**src/rtl/rc4_ctrl_pkg.sv**
```systemverilog
// rc4_ctrl_pkg
// Shared types for the RC4 key-search controller: controller state
// encoding, memory grant encoding, stage bit indices and key width.
// The grant is a pure function of the controller state, so it lives here.
// That way the top and any debug logic decode it the same way.
package rc4_ctrl_pkg;

  localparam int KEY_W      = 24;
  localparam int NUM_STAGES = 3;
  localparam int STAGE_INIT = 0;
  localparam int STAGE_KSA  = 1;
  localparam int STAGE_PRGA = 2;

  typedef enum logic [3:0] {
    ST_IDLE,
    ST_SUB_RESET,
    ST_INIT_GO,
    ST_INIT_WAIT,
    ST_KSA_GO,
    ST_KSA_WAIT,
    ST_PRGA_GO,
    ST_PRGA_WAIT,
    ST_CHECK,
    ST_FOUND,
    ST_EXHAUSTED,
    ST_ERROR
  } ctrl_state_t;

  typedef enum logic [1:0] {
    GRANT_NONE,
    GRANT_INIT,
    GRANT_KSA,
    GRANT_PRGA
  } grant_t;

  // A stage owns the S memory from its GO cycle through the end of its WAIT.
  function automatic grant_t state_grant(input ctrl_state_t s);
    case (s)
      ST_INIT_GO, ST_INIT_WAIT: return GRANT_INIT;
      ST_KSA_GO,  ST_KSA_WAIT:  return GRANT_KSA;
      ST_PRGA_GO, ST_PRGA_WAIT: return GRANT_PRGA;
      default:                  return GRANT_NONE;
    endcase
  endfunction

endpackage

```
**src/rtl/rc4_mem_mux.sv**
```systemverilog
// rc4_mem_mux
// Grant-selected 3:1 mux that connects one stage to the single-port S memory.
// Ports:
//   grant       which stage owns the memory (NONE drives all zeros)
//   stage_addr  {prga, ksa, init} 8-bit addresses
//   stage_data  {prga, ksa, init} 8-bit write data
//   stage_wren  per-stage write enables, same indexing
//   mem_addr / mem_data / mem_wren  to the S memory
// This block is purely combinational, so it adds no latency to the memory path.
module rc4_mem_mux
  import rc4_ctrl_pkg::*;
(
  input  grant_t      grant,
  input  logic [23:0] stage_addr,
  input  logic [23:0] stage_data,
  input  logic [2:0]  stage_wren,
  output logic [7:0]  mem_addr,
  output logic [7:0]  mem_data,
  output logic        mem_wren
);

  always_comb begin
    mem_addr = '0;
    mem_data = '0;
    mem_wren = 1'b0;
    case (grant)
      GRANT_INIT: begin
        mem_addr = stage_addr[7:0];
        mem_data = stage_data[7:0];
        mem_wren = stage_wren[STAGE_INIT];
      end
      GRANT_KSA: begin
        mem_addr = stage_addr[15:8];
        mem_data = stage_data[15:8];
        mem_wren = stage_wren[STAGE_KSA];
      end
      GRANT_PRGA: begin
        mem_addr = stage_addr[23:16];
        mem_data = stage_data[23:16];
        mem_wren = stage_wren[STAGE_PRGA];
      end
      default: ;
    endcase
  end

endmodule

```
**src/rtl/rc4_crack_ctrl.sv**
```systemverilog
// rc4_crack_ctrl
// Top-level sequencer and S-memory arbiter for the RC4 key search.
// For each candidate key, it resets the stages and then runs three of them
// in order: init fill, KSA swap, and PRGA decrypt-check. It then moves to
// the next key, and stops when a key passes or the range is exhausted.
// Parameters: KEY_MIN, KEY_MAX (inclusive range), TIMEOUT_CYCLES (watchdog).
// Ports:
//   clk, reset_n           clock, asynchronous active-low reset
//   start                  begins a search from KEY_MIN when not busy
//   busy/done/success      search status
//   secret_key             current or final candidate key
//   sub_reset              one-cycle reset pulse to all stages
//   stage_start/stage_done per-stage handshake, bit0 init, bit1 ksa, bit2 prga
//   prga_pass              decrypt verdict, valid with stage_done[2]
//   stage_addr/data/wren   per-stage memory requests
//   mem_addr/data/wren     arbitrated S-memory port
//   error                  watchdog abort (only with STAGE_TIMEOUT_EN)
// Optional feature: define STAGE_TIMEOUT_EN to enable the per-stage watchdog.
module rc4_crack_ctrl
  import rc4_ctrl_pkg::*;
#(
  parameter logic [KEY_W-1:0] KEY_MIN        = 24'h000000,
  parameter logic [KEY_W-1:0] KEY_MAX        = 24'h3FFFFF,
  parameter int               TIMEOUT_CYCLES = 4096
) (
  input  logic             clk,
  input  logic             reset_n,
  input  logic             start,
  output logic             busy,
  output logic             done,
  output logic             success,
  output logic [KEY_W-1:0] secret_key,
  output logic             sub_reset,
  output logic [2:0]       stage_start,
  input  logic [2:0]       stage_done,
  input  logic             prga_pass,
  input  logic [23:0]      stage_addr,
  input  logic [23:0]      stage_data,
  input  logic [2:0]       stage_wren,
  output logic [7:0]       mem_addr,
  output logic [7:0]       mem_data,
  output logic             mem_wren
`ifdef STAGE_TIMEOUT_EN
  ,
  output logic             error
`endif
);

  ctrl_state_t      state, state_next;
  logic [KEY_W-1:0] key_next;
  logic             pass_q, pass_next;
  grant_t           grant;
  logic             granted_done;
  logic             in_go, in_wait;

`ifdef STAGE_TIMEOUT_EN
  localparam logic [15:0] WD_LAST = 16'(TIMEOUT_CYCLES - 1);
  logic [15:0] wd_count, wd_next;
`endif

  assign grant   = state_grant(state);
  assign in_go   = (state == ST_INIT_GO) || (state == ST_KSA_GO) || (state == ST_PRGA_GO);
  assign in_wait = (state == ST_INIT_WAIT) || (state == ST_KSA_WAIT) || (state == ST_PRGA_WAIT);

  // Only the granted stage's done flag matters. A stage left holding done from
  // an earlier phase, or another stage's stray pulse, cannot advance the sequence.
  always_comb begin
    granted_done = 1'b0;
    case (grant)
      GRANT_INIT: granted_done = stage_done[STAGE_INIT];
      GRANT_KSA:  granted_done = stage_done[STAGE_KSA];
      GRANT_PRGA: granted_done = stage_done[STAGE_PRGA];
      default:    granted_done = 1'b0;
    endcase
  end

  // Status and strobe outputs are decoded straight from the state register.
  assign busy        = !((state == ST_IDLE) || (state == ST_FOUND) ||
                         (state == ST_EXHAUSTED) || (state == ST_ERROR));
  assign done        = (state == ST_FOUND) || (state == ST_EXHAUSTED) || (state == ST_ERROR);
  assign success     = (state == ST_FOUND);
  assign sub_reset   = (state == ST_SUB_RESET);
  assign stage_start = {state == ST_PRGA_GO, state == ST_KSA_GO, state == ST_INIT_GO};
`ifdef STAGE_TIMEOUT_EN
  assign error       = (state == ST_ERROR);
`endif

  rc4_mem_mux u_mem_mux (
    .grant      (grant),
    .stage_addr (stage_addr),
    .stage_data (stage_data),
    .stage_wren (stage_wren),
    .mem_addr   (mem_addr),
    .mem_data   (mem_data),
    .mem_wren   (mem_wren)
  );

  always_ff @(posedge clk or negedge reset_n) begin
    if (!reset_n) begin
      state      <= ST_IDLE;
      secret_key <= KEY_MIN;
      pass_q     <= 1'b0;
    end else begin
      state      <= state_next;
      secret_key <= key_next;
      pass_q     <= pass_next;
    end
  end

`ifdef STAGE_TIMEOUT_EN
  always_ff @(posedge clk or negedge reset_n) begin
    if (!reset_n) wd_count <= '0;
    else          wd_count <= wd_next;
  end
`endif

  // GO states always take exactly one cycle. Done is only looked at in WAIT,
  // so a done flag already standing when GO is entered is sampled one cycle later.
  always_comb begin
    state_next = state;
    key_next   = secret_key;
    pass_next  = pass_q;
    case (state)
      ST_IDLE, ST_FOUND, ST_EXHAUSTED, ST_ERROR: begin
        if (start) begin
          state_next = ST_SUB_RESET;
          key_next   = KEY_MIN;
        end
      end
      ST_SUB_RESET: state_next = ST_INIT_GO;
      ST_INIT_GO:   state_next = ST_INIT_WAIT;
      ST_INIT_WAIT: if (granted_done) state_next = ST_KSA_GO;
      ST_KSA_GO:    state_next = ST_KSA_WAIT;
      ST_KSA_WAIT:  if (granted_done) state_next = ST_PRGA_GO;
      ST_PRGA_GO:   state_next = ST_PRGA_WAIT;
      ST_PRGA_WAIT: begin
        if (granted_done) begin
          pass_next  = prga_pass;
          state_next = ST_CHECK;
        end
      end
      ST_CHECK: begin
        if (pass_q)                    state_next = ST_FOUND;
        else if (secret_key == KEY_MAX) state_next = ST_EXHAUSTED;
        else begin
          key_next   = secret_key + KEY_W'(1);
          state_next = ST_SUB_RESET;
        end
      end
      default: state_next = ST_IDLE;
    endcase

`ifdef STAGE_TIMEOUT_EN
    // The abort fires on the WAIT cycle that would bring the count up to the
    // limit, so a stage gets exactly TIMEOUT_CYCLES WAIT cycles to finish.
    wd_next = wd_count;
    if (in_go) begin
      wd_next = '0;
    end else if (in_wait) begin
      wd_next = wd_count + 16'd1;
      if (!granted_done && (wd_count == WD_LAST)) state_next = ST_ERROR;
    end
`endif
  end

endmodule

```
**config.mk**
```make
export PLATFORM = sky130hd
export DESIGN_NAME = rc4_crack_ctrl
export DESIGN_NICKNAME = d
export VERILOG_FILES = /design/src/rtl/rc4_ctrl_pkg.sv /design/src/rtl/rc4_mem_mux.sv /design/src/rtl/rc4_crack_ctrl.sv
export SDC_FILE = /design/constraint.sdc
export NUM_CORES = 1
export LEC_CHECK = 0
export ABC_AREA = 1
export CAP_MARGIN = 30
export CORE_MARGIN = 2
export CORE_UTILIZATION = 30
export CTS_CLUSTER_SIZE = 30
export DETAILED_ROUTE_END_ITERATION = 10
export PLACE_DENSITY = 0.64
export SLEW_MARGIN = 40
export SYNTH_ARGS = -nofsm -noshare
export SYNTH_HDL_FRONTEND = slang
export SYNTH_SLANG_ARGS = --single-unit
export TNS_END_PERCENT = 10
```
**constraint.sdc**
```tcl
create_clock -name clk -period 1.85 [get_ports clk]
set_input_delay 0.2775 -clock clk [delete_from_list [all_inputs] [get_ports clk]]
set_output_delay 0.2775 -clock clk [all_outputs]
set_load 0.05 [all_outputs]
```
After elaboration in Yosys (flattened, before gate mapping)
Cells that the tools add are included.
Storage, ports and cells
  bits in registers: 29
  input port bits: 58
  output and inout bits: 48
Operators by class
  add/sub/neg operators: 1
  equal/unequal tests: 21
  mux-type cells: 16
  reduce and logical (&&, ||, !) cells: 15
Operators with widths (number)
  $mux W24: 3
  $pmux W24 S2: 1
  $pmux W8 S3: 2
  $pmux W4 S9: 1
  $add A24 B1 Y24 const B: 1
  $eq A24 B22 Y1 const B: 1
  $mux W4: 6
  $eq A4 B3 Y1 const B: 4
  $eq A4 B4 Y1 const B: 4
  $ne A2 B2 Y1 const B: 6
  $eq A4 B2 Y1 const B: 2
  $reduce_and A4 Y1: 2
  $pmux W1 S3: 2
  $pmux W2 S3: 1
  $reduce_or A2 Y1: 3
  $logic_or A1 B1 Y1: 5
  $eq A2 B2 Y1 const B: 2
  $eq A4 B1 Y1 const B: 1
  $logic_not A4 Y1: 1
  $reduce_or A4 Y1: 1
  $eq A2 B1 Y1 const B: 1
  $reduce_and A2 Y1: 1
  $reduce_bool A2 Y1: 1
  $logic_not A1 Y1: 1

Depth between registers and ports, before layout
Gate-level depths: netlist of run 1.
  depth in word-level cells: 7
  gate-level depth with buffers: 12
  depth with buffers taken out: 11

By module
From an unflattened synthesis of run 1, not the netlist that was laid out.
Second synthesis, totals
  cells, all modules: 420
  area, all modules: 2731.4 sq um
Modules (own cells, without submodules)
  rc4_crack_ctrl: times used 1, cells an instance 340, area each 2100.8 sq um
  rc4_mem_mux: times used 1, cells an instance 80, area each 630.6 sq um

Least setup slack after synthesis of run 1
No wires, ideal clock.
  path kind: flip-flop to flip-flop
  start: register secret_key[1]
  end: register secret_key[12]
  library setup time: 0.120 ns
  data arrival time: 1.954 ns
  path slack: -0.224 ns
  cell stages (with the launch flop): 12
  buffers on the path: 1
  path through: dfrtp_1 -> ha_1 -> nand2_2 -> nor2_4 -> nand2_4 -> nor2_4 -> nand2_2 -> nand2_2 -> nand2_4 -> buf_2 -> nand3_1 -> nand2_1
On the way
  cells in the longest elaborated chain, start to end: 4
  elaborated cells between the ends (all ways): 7
  classes of those cells: add/sub: 1; eq/ne: 2; mux: 3; reduce/logical: 1
RTL lines
  start: declaration: RTL line rc4_crack_ctrl.sv:32  | output logic [KEY_W-1:0] secret_key,
  start signal: assignment: RTL line rc4_crack_ctrl.sv:105  | secret_key <= key_next;
  $add A24 B1 Y24: RTL line rc4_crack_ctrl.sv:146  | key_next = secret_key + KEY_W'(1);
  $mux W24: RTL line rc4_crack_ctrl.sv:144  | else if (secret_key == KEY_MAX) state_next = ST_EXHAUSTED;
  $mux W24: RTL line rc4_crack_ctrl.sv:143  | if (pass_q) state_next = ST_FOUND;
  $pmux W24 S2: RTL line rc4_crack_ctrl.sv:123  | case (state)
Parallel ways exist; a longest one is shown, timed or not. The select of a mux whose other input is x is not followed.
A chain may end at the register's enable or synchronous reset.

Worst setup path after layout of run 1
  start: register state[2]
  end: output port busy
On the way
  cells in the longest elaborated chain, start to end: 5
  elaborated cells between the ends (all ways): 8
  classes of those cells: eq/ne: 3; reduce/logical: 5
RTL lines
  start: declaration: RTL line rc4_crack_ctrl.sv:49  | ctrl_state_t state, state_next;
  start signal: assignment: RTL line rc4_crack_ctrl.sv:104  | state <= state_next;
  $eq A4 B4 Y1 / $logic_not A4 Y1 (equally long branches): RTL line rc4_crack_ctrl.sv:78  | assign busy = !((state == ST_IDLE) || (state == ST_FOUND) ||
  $logic_or A1 B1 Y1 (2 in series): RTL line rc4_crack_ctrl.sv:78
  $logic_or A1 B1 Y1 *: RTL line rc4_crack_ctrl.sv:79  | (state == ST_EXHAUSTED) || (state == ST_ERROR));
  $logic_not A1 Y1 *: RTL line rc4_crack_ctrl.sv:78
  end: declaration: RTL line rc4_crack_ctrl.sv:29  | output logic busy,
Every way passes the cells marked *; elsewhere a longest branch is shown, timed or not.

==> impl_metrics.env, run 1 <==
export IMPL_first_pass_iters=6
export IMPL_ant_nets=0
export IMPL_cts_sinks=29
export IMPL_cts_tree="done"
export IMPL_htree_levels=2
export IMPL_die_area_um2=8880
export IMPL_synthCells=419
export IMPL_via_per_inst=4.66
export IMPL_ctsHoldBuffers=0
export IMPL_gp_congestion=0.922
export IMPL_mostFrequentLayoutCell="nand2_1"
export IMPL_period_minus_slack_ns=1.85
export IMPL_rows=32
export IMPL_root_buffer="clkbuf_8"
export IMPL_drc=0
export IMPL_crit_type="flop to primary output"
export IMPL_end_kind="primary output"
export IMPL_worstMarginPinSlew_ns=0.389
export IMPL_clock_fmax_mhz=539
export IMPL_violations="negative setup slack"
export IMPL_syn_area_per_cell_um2=5.83
export IMPL_final_cell_mix="200 x nand2_1, 65 x nor2_1, 57 x clkdlybuf4s50_1, 50 x buf_4, 27 x buf_12"
export IMPL_drt_total_wl_mm=8.06
export IMPL_antennaDiodeCount=0
export IMPL_p_leak_uw=0.00197
export IMPL_n_fill_cell=749
export IMPL_fin_crit_sh=1.00
export IMPL_cp_start_kind="flop"
export IMPL_hpwl_mm=6.47
export IMPL_synthesis_nets=478
export IMPL_cp_arrival_ns=1.58
export IMPL_grt_usage=0.184
export IMPL_hp_class="primary input to asynchronous set/reset pin"
export IMPL_overflow=0
export IMPL_area_growth_pct=73.0
export IMPL_ys_seq_elements=29
export IMPL_core_area_um2=7810
export IMPL_irDropWorstVdd_mv=0.795
export IMPL_report_final_slew_viol_count=0
export IMPL_utilization=0.541
export IMPL_ys_seq_area_frac=0.297
export IMPL_drt_initial_drc_count=129
export IMPL_post_place_ws_ns=0.0339
export IMPL_yosys_warnings=0
export IMPL_layout_drive_gt1_share=0.238
export IMPL_grt_max_degree=30
export IMPL_setup_viol=1
export IMPL_synthDistinctLibCells=28
export IMPL_crit_required_ns=1.57
export IMPL_fin_skew_ns=0.00646
export IMPL_clk_path_buf_depth=2
export IMPL_io_buffers=105
export IMPL_fin_tns_setup_ns=-0.00377
export IMPL_hold_viol=0
export IMPL_cts_buffers=5
export IMPL_post_cts_buffers=0
export IMPL_initial_core_util=0.313
export IMPL_pin_count=106
export IMPL_grt_first_pass_wirelength_mm=13.0
export IMPL_max_slew_margin=0.741
export IMPL_worst_slack_ns=-0.00377
export IMPL_vias=3040
export IMPL_crit_path_max_fanout=4
export IMPL_rsz0062_at_grt="yes"
export IMPL_die_y_um=94.3
export IMPL_whs_ns=0.388
export IMPL_p_per_area_nw_per_um2=1300
export IMPL_path_clk_slew_ns=0.07
export IMPL_nNetsFinal=608
export IMPL_antenna_found_initial=0
export IMPL_netlist_area_um2=2440
export IMPL_worstSkewPairLatency_ns=0.29
export IMPL_die_w_um=94.3
export IMPL_wl_per_cell_um=12.4
export IMPL_maxCapViolations=0
export IMPL_status="finished, violations left"
export IMPL_first_global_vias=2932
synth_stat cells:
cell type / instances / area, µm²
xor2_1: 5 / 43.8
nand3_1: 38 / 190
o21ai_2: 1 / 8.76
buf_6: 2 / 22.5
nand2_1: 202 / 758
nand2_4: 3 / 33.8
nor2_4: 3 / 33.8
xnor2_1: 6 / 52.6
o21bai_1: 2 / 15.0
buf_4: 2 / 15.0
nor3_1: 1 / 5.00
nand2_2: 3 / 18.8
a21oi_1: 3 / 15.0
o21ai_0: 4 / 20.0
a21oi_2: 1 / 8.76
o21ai_1: 1 / 5.00
inv_1: 24 / 90.1
nor3b_1: 1 / 7.51
nand3b_1: 1 / 7.51
o21bai_2: 1 / 11.3
dfrtp_1: 29 / 726
ha_1: 1 / 12.5
buf_2: 3 / 15.0
nand4_1: 3 / 18.8
clkbuf_1: 5 / 18.8
nor2_2: 5 / 31.3
inv_2: 3 / 11.3
nor2_1: 66 / 248
worst paths after layout:
check	start	endpoint	slack, ns	depth (start not counted)
setup / recovery	state[2]	busy	-0.004	6
hold / removal	reset_n	secret_key[18]	0.39	2
setup reg to reg	secret_key[1]	secret_key[0]	0.13	11
hold reg to reg	state[3]	state[3]	0.53	2
max in group asynchronous	reset_n	secret_key[4]	1.16	2
min in group clk	state[3]	state[3]	0.53	2
critical path, stage by stage, from the launching register on:
cell and delay [ns]:
dfrtp_1 0.44, inv_2 0.08, nand2_1 0.21, nor2_4 0.05
buf_4 0.15, nor2_1 0.18, buf_12 0.17
through the flow:
step | instances | cell area, µm² | total power [µW]
3_3_place_gp | 643 | 4020 | 4760
5_1_grt | 652 | 4230 | 5810
6_report | 652 | 4230 | 5490
4_1_cts | 651 | 4110 | 5330
2_1_floorplan | 419 | 2470 | 2960
3_5_place_dp | 643 | 4020 | 4770
cell families after synthesis:
family          count (synthesis)  share of synthesized area
simple gates                  326                      0.554
fa+ha+maj                       1                    0.00512
compound gates                 13                     0.0343
buf+inv                        39                     0.0707
flops                          29                      0.297
xor+xnor                       11                     0.0394
per-layer routing:
metal,global-route usage,up-vias,share of wire
li1,-,1550,-
met4,0.0568,0,0.016
met5,0,-,0
met1,0.201,1347,0.38
met2,0.335,132,0.50
met3,0.0586,11,0.10
repair_timing:
item | in CTS | in global routing
pin swaps | 1 | 6
endpoints found under the setup margin | 17 | 40
hold endpoints to repair | 0 | 0
resized for setup | 6 | 17
cloned | 0 | 1
layout make-up:
| type | count | area, µm² | share of cell area |
|---|---|---|---|
| multi-input cells | 351 | 1670 | 0.395 |
| repair buffers | 135 | 1510 | 0.358 |
| flip-flops and latches | 29 | 733 | 0.173 |
| well taps | 102 | 128 | 0.0302 |
| inverters | 27 | 101 | 0.0240 |
| clock buffers | 6 | 72.6 | 0.0172 |
| clock inverters | 2 | 10.0 | 0.00237 |
flip-flops by register name, summed over array words and instances (netlist names):
register and cells:
secret_key 24, state 4, pass_q 1
power breakdown:
group          switching (µW)  leakage [µW]  internal (µW)
combinational            2450       0.00154           1760
sequential               70.9      0.000387            694
clock                     259     0.0000450            260
total                    2780       0.00197           2710
Note: power is estimated with default switching activity, not from simulation.
==> run 2, diff against run 1 <==
Settings changed: PLACE_DENSITY 0.64 to 0.63, SYNTH_HIERARCHICAL set to 1.
==> impl_metrics.env, run 2 <==
export IMPL_multi_input_area_um2=1920
export IMPL_rows=34
export IMPL_antenna_found_initial=0
export IMPL_synthesis_nets=479
export IMPL_use_met2=0.330
export IMPL_cp_arrival_ns=1.64
export IMPL_grt_first_pass_wirelength_mm=15.1
export IMPL_fin_area_um2=4760
export IMPL_async_flop_share=1.00
export IMPL_via_per_inst=4.96
export IMPL_netlist_area_um2=2730
export IMPL_synthDistinctLibCells=26
export IMPL_violations="negative setup slack"
export IMPL_grt_usage=0.186
export IMPL_pwr_share_comb=0.815
export IMPL_pin_count=106
export IMPL_synth_top_area_cell="dfrtp_1"
export IMPL_path_clk_slew_ns=0.07
export IMPL_grt_max_degree=30
export IMPL_cts_tree="done"
export IMPL_core_area_um2=8760
export IMPL_worstSkewPairLatency_ns=0.29
export IMPL_p_int_uw=4050
export IMPL_finalPower_uw=8050
export IMPL_ys_seq_elements=29
export IMPL_clk_path_buf_depth=2
export IMPL_die_y_um=99.4
export IMPL_ys_dominant_reg_cell="dfrtp_1"
export IMPL_fin_crit_sh=1.04
export IMPL_crit_path_max_fanout=4
export IMPL_switching_power_uw=4000
export IMPL_top_usage_layer="met2"
export IMPL_setup_viol=17
export IMPL_wl_per_cell_um=14.5
export IMPL_worstPathBufferInverterCount=4
export IMPL_p_sw_frac=0.496
export IMPL_hp_class="primary input to asynchronous set/reset pin"
export IMPL_largest_reg_flops=24
export IMPL_cp_slowest_cell="dfrtp_1"
export IMPL_whs_ns=0.376
export IMPL_drt_total_wl_mm=9.70
export IMPL_first_pass_iters=4
export IMPL_rsz0062_at_grt="yes"
export IMPL_io_buffers=105
export IMPL_antennaDiodeCount=0
export IMPL_yosysMostFrequentCell="nand2_1"
export IMPL_cp_start_kind="flop"
export IMPL_crit_chain="nand2_2 -> inv_4 -> nand2_4 -> nand2_8 -> buf_12 -> buf_16 -> nand3_1 -> nand3_2 -> buf_12"
export IMPL_yosys_warnings=6
export IMPL_drc=0
export IMPL_final_cell_mix="152 x nand2_1, 57 x clkdlybuf4s50_1, 57 x buf_4, 56 x nor2_1, 51 x nand3_2"
export IMPL_max_slew_margin=0.733
export IMPL_end_kind="primary output"
export IMPL_drt_initial_drc_count=127
export IMPL_die_w_um=99.4
export IMPL_first_global_vias=3237
export IMPL_ys_seq_area_frac=0.266
export IMPL_cts_buffers=5
export IMPL_nNetsFinal=620
export IMPL_cpMostUsedCell="buf_12"
export IMPL_worst_slack_ns=-0.0716
export IMPL_p_leak_uw=0.00216
export IMPL_crit_path_max_incr_delay_ns=0.44
export IMPL_period_minus_slack_ns=1.92
export IMPL_clkPwrFrac=0.088
export IMPL_mostFrequentLayoutCell="nand2_1"
export IMPL_die_area_um2=9880
export IMPL_crit_family="simple AND/OR/NAND/NOR gates"
export IMPL_syn_area_per_cell_um2=6.50
export IMPL_synth_top_area_share=0.266
export IMPL_use_met3=0.0253
export IMPL_maxCapViolations=0
export IMPL_ys_top_cells_by_area="dfrtp_1 27%, nand2_1 21%, nand3_2 11%"
export IMPL_irDropWorstVdd_mv=0.795
export IMPL_clock_fmax_mhz=520
export IMPL_place_area_um2=4220
export IMPL_worstMarginPinSlew_ns=0.400
export IMPL_synth_edf_count=0
export IMPL_report_final_slew_viol_count=0
export IMPL_reg_top3="secret_key (24), state (4), pass_q (1)"
export IMPL_root_buffer="clkbuf_8"
export IMPL_hpwl_mm=6.92
export IMPL_n_fill_cell=832
export IMPL_htree_levels=2
export IMPL_status="finished, violations left"
export IMPL_hold_viol=0
export IMPL_crit_required_ns=1.57
export IMPL_synthTopCellsByCount="156 x nand2_1, 60 x nor2_1, 52 x nand3_1"
export IMPL_cts_sinks=29
export IMPL_use_met1=0.237
export IMPL_ff_latch_area_um2=741
export IMPL_seq_power_share=0.097
export IMPL_ant_nets=0
export IMPL_p_per_area_nw_per_um2=1690
export IMPL_synthCells=420
export IMPL_layout_drive_gt1_share=0.340
export IMPL_crit_type="flop to primary output"
export IMPL_overflow=0
export IMPL_max_flop_register="secret_key"
export IMPL_area_growth_pct=74.2
export IMPL_initial_core_util=0.312
export IMPL_post_place_ws_ns=0.0350
export IMPL_gp_congestion=0.939
export IMPL_fin_tns_setup_ns=-0.880
export IMPL_fin_skew_ns=0.0121
export IMPL_vias=3322
run 2: cell count changes after synthesis, moves of 6 or more:
| cell | previous run | this run |
|---|---|---|
| buf_6 | 2 | 9 |
| nand4_1 | 3 | 12 |
| nand3_1 | 38 | 52 |
| nand2_1 | 202 | 156 |
| nor2_1 | 66 | 60 |
| nand3_2 | 0 | 30 |
run 2: logic make-up after synthesis:
family / after synthesis / share of synthesized area
adder cells (fa/ha/maj): 1 / 0.00458
buffers and inverters: 47 / 0.107
XOR/XNOR: 11 / 0.0353
flip-flops: 29 / 0.266
AO/OA/AOI/OAI: 14 / 0.0307
AND/OR/NAND/NOR: 318 / 0.557
run 2: routing by layer:
layer	routed length, µm	part of all wire	vias up
met5	0	0	-
met4	178	0.018	0
met3	558	0.058	15
met2	4890	0.50	121
met1	4070	0.42	1554
li1	-	-	1632
run 2: stage by stage:
stage                util  cells
global placement    0.481    647
detailed placement  0.481    647
CTS                 0.524    664
floorplan               -    420
finish              0.543    670
global route        0.543    670
run 2: final timing paths:
check	from	end	slack, ns	cells after the start
max in group asynchronous	reset_n	secret_key[0]	1.15	2
max	state[0]	mem_addr[2]	-0.07	9
min	reset_n	secret_key[11]	0.38	2
min in group clk	secret_key[4]	secret_key[4]	0.57	2
min reg2reg	secret_key[4]	secret_key[4]	0.57	2
max reg2reg	state[3]	secret_key[1]	0.10	11
run 2: power groups by stage:
stage | combinational [µW] | clock [µW] | sequential, µW
after detailed placement | 5400 | 0 | 771
after global routing | 6890 | 734 | 786
after floorplan | 3350 | 0 | 776
after global placement | 5360 | 0 | 768
after CTS | 6220 | 713 | 754
final | 6560 | 705 | 781
run 2: what timing repair did:
| action | in CTS | in global routing |
|---|---|---|
| setup endpoints to repair | 17 | 46 |
| hold buffers | 0 | 0 |
| buffers inserted | 6 | 5 |
| gates cloned | 3 | 2 |
| resized for setup | 30 | 26 |
| pin swaps | 19 | 14 |
run 2: layout make-up:
type	instances	share of cell area
clock inverters	1	0.00631
flip-flops and latches	29	0.156
multi-input cells	344	0.404
repair buffers	149	0.357
well taps	108	0.0284
clock buffers	7	0.0181
inverters	32	0.0308
